===== src/rtl/wimax_qpsk_demapper_if.sv =====
// Symbol-in / bit-out stream bundle for the WiMAX QPSK demapper.
// erasure_out is present only when WIMAX_DEMAP_ERASURE_EN is defined.
interface wimax_qpsk_demapper_if #(
    parameter int DATA_W = 16
);
    logic signed [DATA_W-1:0] I_comp;
    logic signed [DATA_W-1:0] Q_comp;
    logic                     valid_in;
    logic                     ready_out;
    logic                     data_out;
    logic                     valid_out;
    logic                     ready_in;
    logic                     last_out;
    logic [15:0]              frame_count;
`ifdef WIMAX_DEMAP_ERASURE_EN
    logic                     erasure_out;
`endif

    modport master (
        output I_comp, Q_comp, valid_in, ready_in,
        input  ready_out, data_out, valid_out, last_out, frame_count
`ifdef WIMAX_DEMAP_ERASURE_EN
        , input erasure_out
`endif
    );

    modport slave (
        input  I_comp, Q_comp, valid_in, ready_in,
        output ready_out, data_out, valid_out, last_out, frame_count
`ifdef WIMAX_DEMAP_ERASURE_EN
        , output erasure_out
`endif
    );
endinterface


===== src/rtl/wimax_qpsk_demapper.sv =====
// Hard-decision QPSK demapper: slices I/Q sign bits and serializes them (I first) with frame markers.
// Optional erasure flagging is enabled by defining WIMAX_DEMAP_ERASURE_EN.
module wimax_qpsk_demapper #(
    parameter int DATA_W     = 16,
    parameter int FRAME_BITS = 192
`ifdef WIMAX_DEMAP_ERASURE_EN
    , parameter logic signed [DATA_W-1:0] ERASE_THRESH = 16'sd2048
`endif
) (
    input  logic                  clk_100,
    input  logic                  reset_N,
    wimax_qpsk_demapper_if.slave  bus
);
    localparam int CNT_W = (FRAME_BITS > 1) ? $clog2(FRAME_BITS) : 1;
    localparam logic [CNT_W-1:0] CNT_LAST = CNT_W'(FRAME_BITS - 1);

    typedef enum logic [1:0] {IDLE, SEND_I, SEND_Q} state_e;

    state_e           state_q, state_d;
    logic             bit_i_q, bit_i_d;
    logic             bit_q_q, bit_q_d;
    logic [CNT_W-1:0] cnt_q, cnt_d;
    logic [15:0]      frame_cnt_q, frame_cnt_d;

    logic ready_o, valid_o, data_o, last_o;
    logic accept, fire;

`ifdef WIMAX_DEMAP_ERASURE_EN
    logic era_i_q, era_i_d;
    logic era_q_q, era_q_d;
    logic erasure_o;

    // Saturating magnitude: the most negative code counts as full scale.
    function automatic logic below_thresh(input logic signed [DATA_W-1:0] x);
        logic signed [DATA_W-1:0] mag;
        if (x == {1'b1, {(DATA_W-1){1'b0}}}) mag = {1'b0, {(DATA_W-1){1'b1}}};
        else if (x[DATA_W-1])                mag = -x;
        else                                 mag = x;
        return mag < ERASE_THRESH;
    endfunction
`endif

    always_ff @(posedge clk_100) begin
        // NOTE: non-blocking assignments so every register samples pre-edge values.
        if (!reset_N) begin
            state_q     <= IDLE;
            bit_i_q     <= 1'b0;
            bit_q_q     <= 1'b0;
            cnt_q       <= '0;
            frame_cnt_q <= '0;
`ifdef WIMAX_DEMAP_ERASURE_EN
            era_i_q     <= 1'b0;
            era_q_q     <= 1'b0;
`endif
        end else begin
            state_q     <= state_d;
            bit_i_q     <= bit_i_d;
            bit_q_q     <= bit_q_d;
            cnt_q       <= cnt_d;
            frame_cnt_q <= frame_cnt_d;
`ifdef WIMAX_DEMAP_ERASURE_EN
            era_i_q     <= era_i_d;
            era_q_q     <= era_q_d;
`endif
        end
    end

    always_comb begin
        // NOTE: defaults first so no path leaves a signal unassigned (no latches).
        state_d     = state_q;
        bit_i_d     = bit_i_q;
        bit_q_d     = bit_q_q;
        cnt_d       = cnt_q;
        frame_cnt_d = frame_cnt_q;
        accept      = bus.valid_in && ready_o;
        fire        = valid_o && bus.ready_in;
`ifdef WIMAX_DEMAP_ERASURE_EN
        era_i_d     = era_i_q;
        era_q_d     = era_q_q;
`endif
        case (state_q)
            IDLE:    if (accept)      state_d = SEND_I;
            SEND_I:  if (bus.ready_in) state_d = SEND_Q;
            SEND_Q:  if (bus.ready_in) state_d = accept ? SEND_I : IDLE;
            default: state_d = IDLE;
        endcase
        if (accept) begin
            bit_i_d = bus.I_comp[DATA_W-1];
            bit_q_d = bus.Q_comp[DATA_W-1];
`ifdef WIMAX_DEMAP_ERASURE_EN
            era_i_d = below_thresh(bus.I_comp);
            era_q_d = below_thresh(bus.Q_comp);
`endif
        end
        if (fire) begin
            if (cnt_q == CNT_LAST) begin
                cnt_d       = '0;
                frame_cnt_d = frame_cnt_q + 16'd1;
            end else begin
                cnt_d = cnt_q + 1'b1;
            end
        end
    end

    always_comb begin
        ready_o = 1'b0;
        valid_o = 1'b0;
        data_o  = 1'b0;
`ifdef WIMAX_DEMAP_ERASURE_EN
        erasure_o = 1'b0;
`endif
        case (state_q)
            IDLE:   ready_o = 1'b1;
            SEND_I: begin
                valid_o = 1'b1;
                data_o  = bit_i_q;
`ifdef WIMAX_DEMAP_ERASURE_EN
                erasure_o = era_i_q;
`endif
            end
            SEND_Q: begin
                valid_o = 1'b1;
                data_o  = bit_q_q;
                ready_o = bus.ready_in;
`ifdef WIMAX_DEMAP_ERASURE_EN
                erasure_o = era_q_q;
`endif
            end
            default: ;
        endcase
        last_o = valid_o && (cnt_q == CNT_LAST);
    end

    assign bus.ready_out   = ready_o;
    assign bus.valid_out   = valid_o;
    assign bus.data_out    = data_o;
    assign bus.last_out    = last_o;
    assign bus.frame_count = frame_cnt_q;
`ifdef WIMAX_DEMAP_ERASURE_EN
    assign bus.erasure_out = erasure_o;
`endif
endmodule


===== src/flat_wrapper.sv =====
// flat-port wrapper written by rule: the top's interface ports become plain ports
module wimax_qpsk_demapper_flat 
#(
    parameter int DATA_W     = 16,
    parameter int FRAME_BITS = 192

)
  (clk_100, reset_N, bus_I_comp, bus_Q_comp, bus_valid_in, bus_ready_in, bus_ready_out, bus_data_out, bus_valid_out, bus_last_out, bus_frame_count);
  wimax_qpsk_demapper_if #(.DATA_W(DATA_W)) bus_i ();
  input  logic clk_100;
  input  logic reset_N;
  input wire logic [$bits(bus_i.I_comp)-1:0] bus_I_comp;
  input wire logic [$bits(bus_i.Q_comp)-1:0] bus_Q_comp;
  input wire logic [$bits(bus_i.valid_in)-1:0] bus_valid_in;
  input wire logic [$bits(bus_i.ready_in)-1:0] bus_ready_in;
  output wire logic [$bits(bus_i.ready_out)-1:0] bus_ready_out;
  output wire logic [$bits(bus_i.data_out)-1:0] bus_data_out;
  output wire logic [$bits(bus_i.valid_out)-1:0] bus_valid_out;
  output wire logic [$bits(bus_i.last_out)-1:0] bus_last_out;
  output wire logic [$bits(bus_i.frame_count)-1:0] bus_frame_count;
  assign bus_i.I_comp = bus_I_comp;
  assign bus_i.Q_comp = bus_Q_comp;
  assign bus_i.valid_in = bus_valid_in;
  assign bus_i.ready_in = bus_ready_in;
  assign bus_ready_out = bus_i.ready_out;
  assign bus_data_out = bus_i.data_out;
  assign bus_valid_out = bus_i.valid_out;
  assign bus_last_out = bus_i.last_out;
  assign bus_frame_count = bus_i.frame_count;
  wimax_qpsk_demapper #(.DATA_W(DATA_W), .FRAME_BITS(FRAME_BITS)) u_core (.clk_100(clk_100), .reset_N(reset_N), .bus(bus_i));
endmodule

===== config.mk =====
export PLATFORM = sky130hd
export DESIGN_NAME = wimax_qpsk_demapper_flat
export DESIGN_NICKNAME = d
export VERILOG_FILES = /design/src/rtl/wimax_qpsk_demapper_if.sv /design/src/rtl/wimax_qpsk_demapper.sv /design/src/flat_wrapper.sv
export SDC_FILE = /design/constraint.sdc
export NUM_CORES = 1
export LEC_CHECK = 0
export BUFFER_PORTS_ARGS = -buffer_cell sky130_fd_sc_hd__buf_2
export CAP_MARGIN = 15
export CORE_MARGIN = 2
export CORE_UTILIZATION = 35
export CTS_CLUSTER_DIAMETER = 200
export CTS_CLUSTER_SIZE = 12
export DETAILED_ROUTE_END_ITERATION = 8
export GPL_TIMING_DRIVEN = 0
export MAX_ROUTING_LAYER = met4
export PLACE_DENSITY_LB_ADDON = 0.12
export SLEW_MARGIN = 20
export SYNTH_ARGS = -nofsm -noshare
export SYNTH_HDL_FRONTEND = slang
export SYNTH_SLANG_ARGS = --single-unit

===== constraint.sdc =====
create_clock -name clk_100 -period 3.2 [get_ports clk_100]
set_input_delay 0.16 -clock clk_100 [delete_from_list [all_inputs] [get_ports clk_100]]
set_output_delay 0.16 -clock clk_100 [all_outputs]
set_load 0.005 [all_outputs]

==> results.txt <==
----------------------------------------------------
[Status]
  Outcome ... completed

[Placement]
  Placed standard-cell area ... roughly 1600 sq um
  Number of buffers added on ports ... 25
  Detail Placement HPWL ... roughly 2300 um
  Gp weighted congestion ... about 0.84
  Number of instances in the placed design ... ~240

[Synthesis]
  Number of warning messages in the yosys log ... 0
  FFs w/ async S/R, synth ... 0%
  Library cells used by synthesis ... 36
  Synthesized instance count ... about 160
  Dominant synthesized flop cell ... sky130_fd_sc_hd__dfxtp_1
  Syn nets ... slightly above 200
  Mapped Avg Cell Area ... ~9 sq um
  Number of flops mapped to enable cells by yosys ... 0
  Proportion of synthesized chip area in sequential cells ... between 30 and 40%
  Total of flip-flops plus latches after synthesis ... 28
  Post-synthesis instance area ... 1420 sq um

[Die]
  Placeable Area ... slightly below 4000 sq um
  Die extent in x ... approximately 68 um
  Number of primary I/O pins ... 56
  Initial core utilization ... 36.02%
  DIE HEIGHT ... between 60 and 70 um
  Die Footprint ... 4583 sq um
  Number of rows in the core area ... 23

[Cells and area]
  Core utilization of the finished layout ... 42.59%
  Proportion of layout cells with a drive suffix above 1 ... between 20% and 30%
  Final net count ... 234
  Commonest cells after routing, fill and taps aside ... sky130_fd_sc_hd__buf_2, sky130_fd_sc_hd__dfxtp_1, sky130_fd_sc_hd__a21oi_1
  Total non-filler cell area in the finished layout ... around 1700 sq um
  Layout area overhead ... 18.24%
  Fill cell instance count of the final layout ... 400
  N_diodes ... 0
  Post-Layout Cell Count ... 240

[Critical path]
  Worst path max stage delay ... 0.50 ns
  Data required, critical path ... between 3 and 4 ns
  Reg2reg path depth ... 8
  Library cell contributing the largest single delay on the critical path ... sky130_fd_sc_hd__or4_1
  R2r startpoint ... u_core.state_q[0]$_SDFFE_PN0P_
  Maximum net fanout on the critical path ... 10
  Crit-path leading delay family ... simple AND/OR/NAND/NOR gates
  R2r endpoint ... u_core.bus.frame_count[12]$_SDFFE_PN0P_
  Sequence of cells on the critical path ... inv_1 -> ha_1 -> and2_1 -> buf_2 -> nand3_4 -> buf_6 -> or4_1 -> a21oi_1
  CP Capture Type ... register
  Slack of the worst reg-to-reg path ... ~1 ns
  Data arrival time of the worst path ... between 2 and 2.5 ns
  Classification of the worst setup path ... register to register
  Launching element type of the critical path ... register
  Buffer and inverter count on the worst path ... 3

[Timing]
  Tcrit/Tclk final ... about 70%
  Setup skew after layout ... just over 0.01 ns
  Transition time of the tightest slew-check pin ... around 0.49 ns
  Final critical delay including setup and external delays ... about 2.2 ns
  Post-Route Setup TNS ... 0 ns
  Max frequency ... roughly 460 MHz
  Max transition margin ... between 60% and 70%
  Final setup violation count ... 0
  RSZ-0062 raised after global routing ... false
  Max-slew violation count ... 0
  Number of failing hold endpoints at the final stage ... 0

[Clock network]
  TritonCTS clock tree ... yes
  Cell at the root of the clock tree ... sky130_fd_sc_hd__clkbuf_8
  Reg clk slew, reported paths ... around 0.10 ns
  Clock insertion delay at the later pin of the skew report ... 0.28 ns
  Num CTS Buffers ... 3
  CTS Sinks ... 28
  Count of H-tree levels built during CTS ... 1
  Max Buffers Root-to-Sink ... 2
  Post-cts hold buffer count ... 0
  Number of gates resized after cts ... 0
  Buffers inserted during post-CTS setup optimization ... 0

[Hold path]
  Hold-critical path depth ... 3
  Launch instance of the worst min-delay path ... bus_I_comp[15]
  Worst min path class ... primary input to register
  Hold path endpoint ... u_core.bit_i_q$_SDFFE_PN0P_

[Detailed routing]
  DRC errors left ... 0
  Routed vias/inst ... around 5.3
  Total Wirelength ... ~3200 um
  1st-iter DRT viols ... 35
  Number of nets with antenna violations after routing ... 0
  Average routed wire per standard cell ... between 10 and 15 um
  Detailed-route via count ... about 1300
  Detailed-routing iteration count for the pre-antenna-repair pass ... 6

[Power]
  Total power divided by cell area ... between 400 and 500 nW/um^2
  LEAKAGE ... 0.6728 nW
  IR drop worst, VDD ... roughly 0.00016 V

[Global routing]
  Pin count of the biggest net entering global routing ... 17
  GRT Util Overall ... 15.39%
  Antenna violations before repair ... 0
  Overflow after GRT ... 0
  Global-route wire length before repair ... 5175 um
  Number of global-route vias before repair ... ~1100

[Job]
  Max capacitance violation total ... 0

----------------------------------------------------
[per-layer routing]
metal / part of all wire [%] / track usage (%) / vias up
li1: - / - / 651
met1: 48 / 17.85 / 598
met2: 49 / 26.72 / 18
met3: 2.8 / 2.500 / 2
met4: 0.75 / 5.357 / 0
met5: 0 / - / -
[power breakdown]
group | switching, W | internal (W) | total [W]
sequential | 0.00000685 | 0.000355 | 0.000362
combinational | 0.0000361 | 0.0000255 | 0.0000616
clock | 0.000112 | 0.000167 | 0.000279
total | 0.000154 | 0.000548 | 0.000703
[Yosys cell counts, types with 4 or more instances]
| cell | instances | area (sq um) |
|---|---|---|
| sky130_fd_sc_hd__or4_1 | 9 | 67.56 |
| sky130_fd_sc_hd__inv_1 | 6 | 22.52 |
| sky130_fd_sc_hd__nand2_1 | 15 | 56.30 |
| sky130_fd_sc_hd__a21oi_1 | 16 | 80.08 |
| sky130_fd_sc_hd__nor2_1 | 12 | 45.04 |
| sky130_fd_sc_hd__o21ai_0 | 4 | 20.02 |
| sky130_fd_sc_hd__dfxtp_1 | 28 | 560.5 |
| sky130_fd_sc_hd__xnor2_1 | 4 | 35.03 |
| sky130_fd_sc_hd__nand4_1 | 6 | 37.54 |
| sky130_fd_sc_hd__o31ai_1 | 9 | 67.56 |
| sky130_fd_sc_hd__ha_1 | 7 | 87.58 |
| sky130_fd_sc_hd__nand3_1 | 8 | 40.04 |
[cell type report]
class | count | area, sq um | area share, %
multi-input cells | 120 | 792.0 | 47.17
flip-flops and latches | 28 | 560.5 | 33.38
clock inverters | 1 | 30.03 | 1.788
plain buffers | 7 | 45.04 | 2.683
repair buffers | 25 | 125.1 | 7.452
inverters | 6 | 22.52 | 1.341
well taps | 50 | 62.56 | 3.726
clock buffers | 3 | 41.29 | 2.459
[stage by stage]
step           setup WS (ns)  hold WS, ns  total power, W
4_1_cts                1.014       0.1171       0.0007132
5_1_grt               0.8420       0.1147       0.0007378
3_5_place_dp           1.037       0.4245       0.0004323
3_3_place_gp           1.051       0.4162       0.0004302
6_report               1.015       0.1259       0.0007026
2_1_floorplan          1.216       0.2778       0.0004114
[cell families after synthesis]
logic type	after synthesis	synth area share, %
AND/OR/NAND/NOR	66	26.61
AO/OA/AOI/OAI	37	16.56
flip-flops	28	39.47
buffers and inverters	13	4.757
XOR/XNOR	7	4.317
adder cells (fa/ha/maj)	7	6.167
multiplexers	3	2.115
[worst max path at each step]
stage	depth (start not counted)	slack, ns	startpoint	endpoint
finish	8	1.02	u_core.state_q[0]$_SDFFE_PN0P_	u_core.bus.frame_count[12]$_SDFFE_PN0P_
global route	9	0.84	u_core.state_q[0]$_SDFFE_PN0P_	u_core.bus.frame_count[14]$_SDFFE_PN0P_
CTS	8	1.01	u_core.state_q[0]$_SDFFE_PN0P_	u_core.bus.frame_count[13]$_SDFFE_PN0P_
detailed placement	8	1.04	u_core.state_q[0]$_SDFFE_PN0P_	u_core.bus.frame_count[13]$_SDFFE_PN0P_
global placement	8	1.05	u_core.state_q[0]$_SDFFE_PN0P_	u_core.bus.frame_count[14]$_SDFFE_PN0P_
floorplan	8	1.22	u_core.state_q[0]$_SDFFE_PN0P_	u_core.bus.frame_count[14]$_SDFFE_PN0P_
[sequential cells by signal (all words and copies together) (netlist names)]
signal	count
u_core.bit_q_q	1
u_core.bus.frame_count	16
u_core.cnt_q	8
u_core.state_q	2
u_core.bit_i_q	1
[worst register-to-register path, cell delays in order (launching register included)]
cell                      delay, ns
sky130_fd_sc_hd__dfxtp_1       0.41
sky130_fd_sc_hd__inv_1         0.08
sky130_fd_sc_hd__ha_1          0.35
sky130_fd_sc_hd__and2_1        0.13
sky130_fd_sc_hd__buf_2         0.21
sky130_fd_sc_hd__nand3_4       0.13
sky130_fd_sc_hd__buf_6         0.16
sky130_fd_sc_hd__or4_1         0.50
sky130_fd_sc_hd__a21oi_1       0.15
Note: power is estimated with default switching activity, not from simulation.
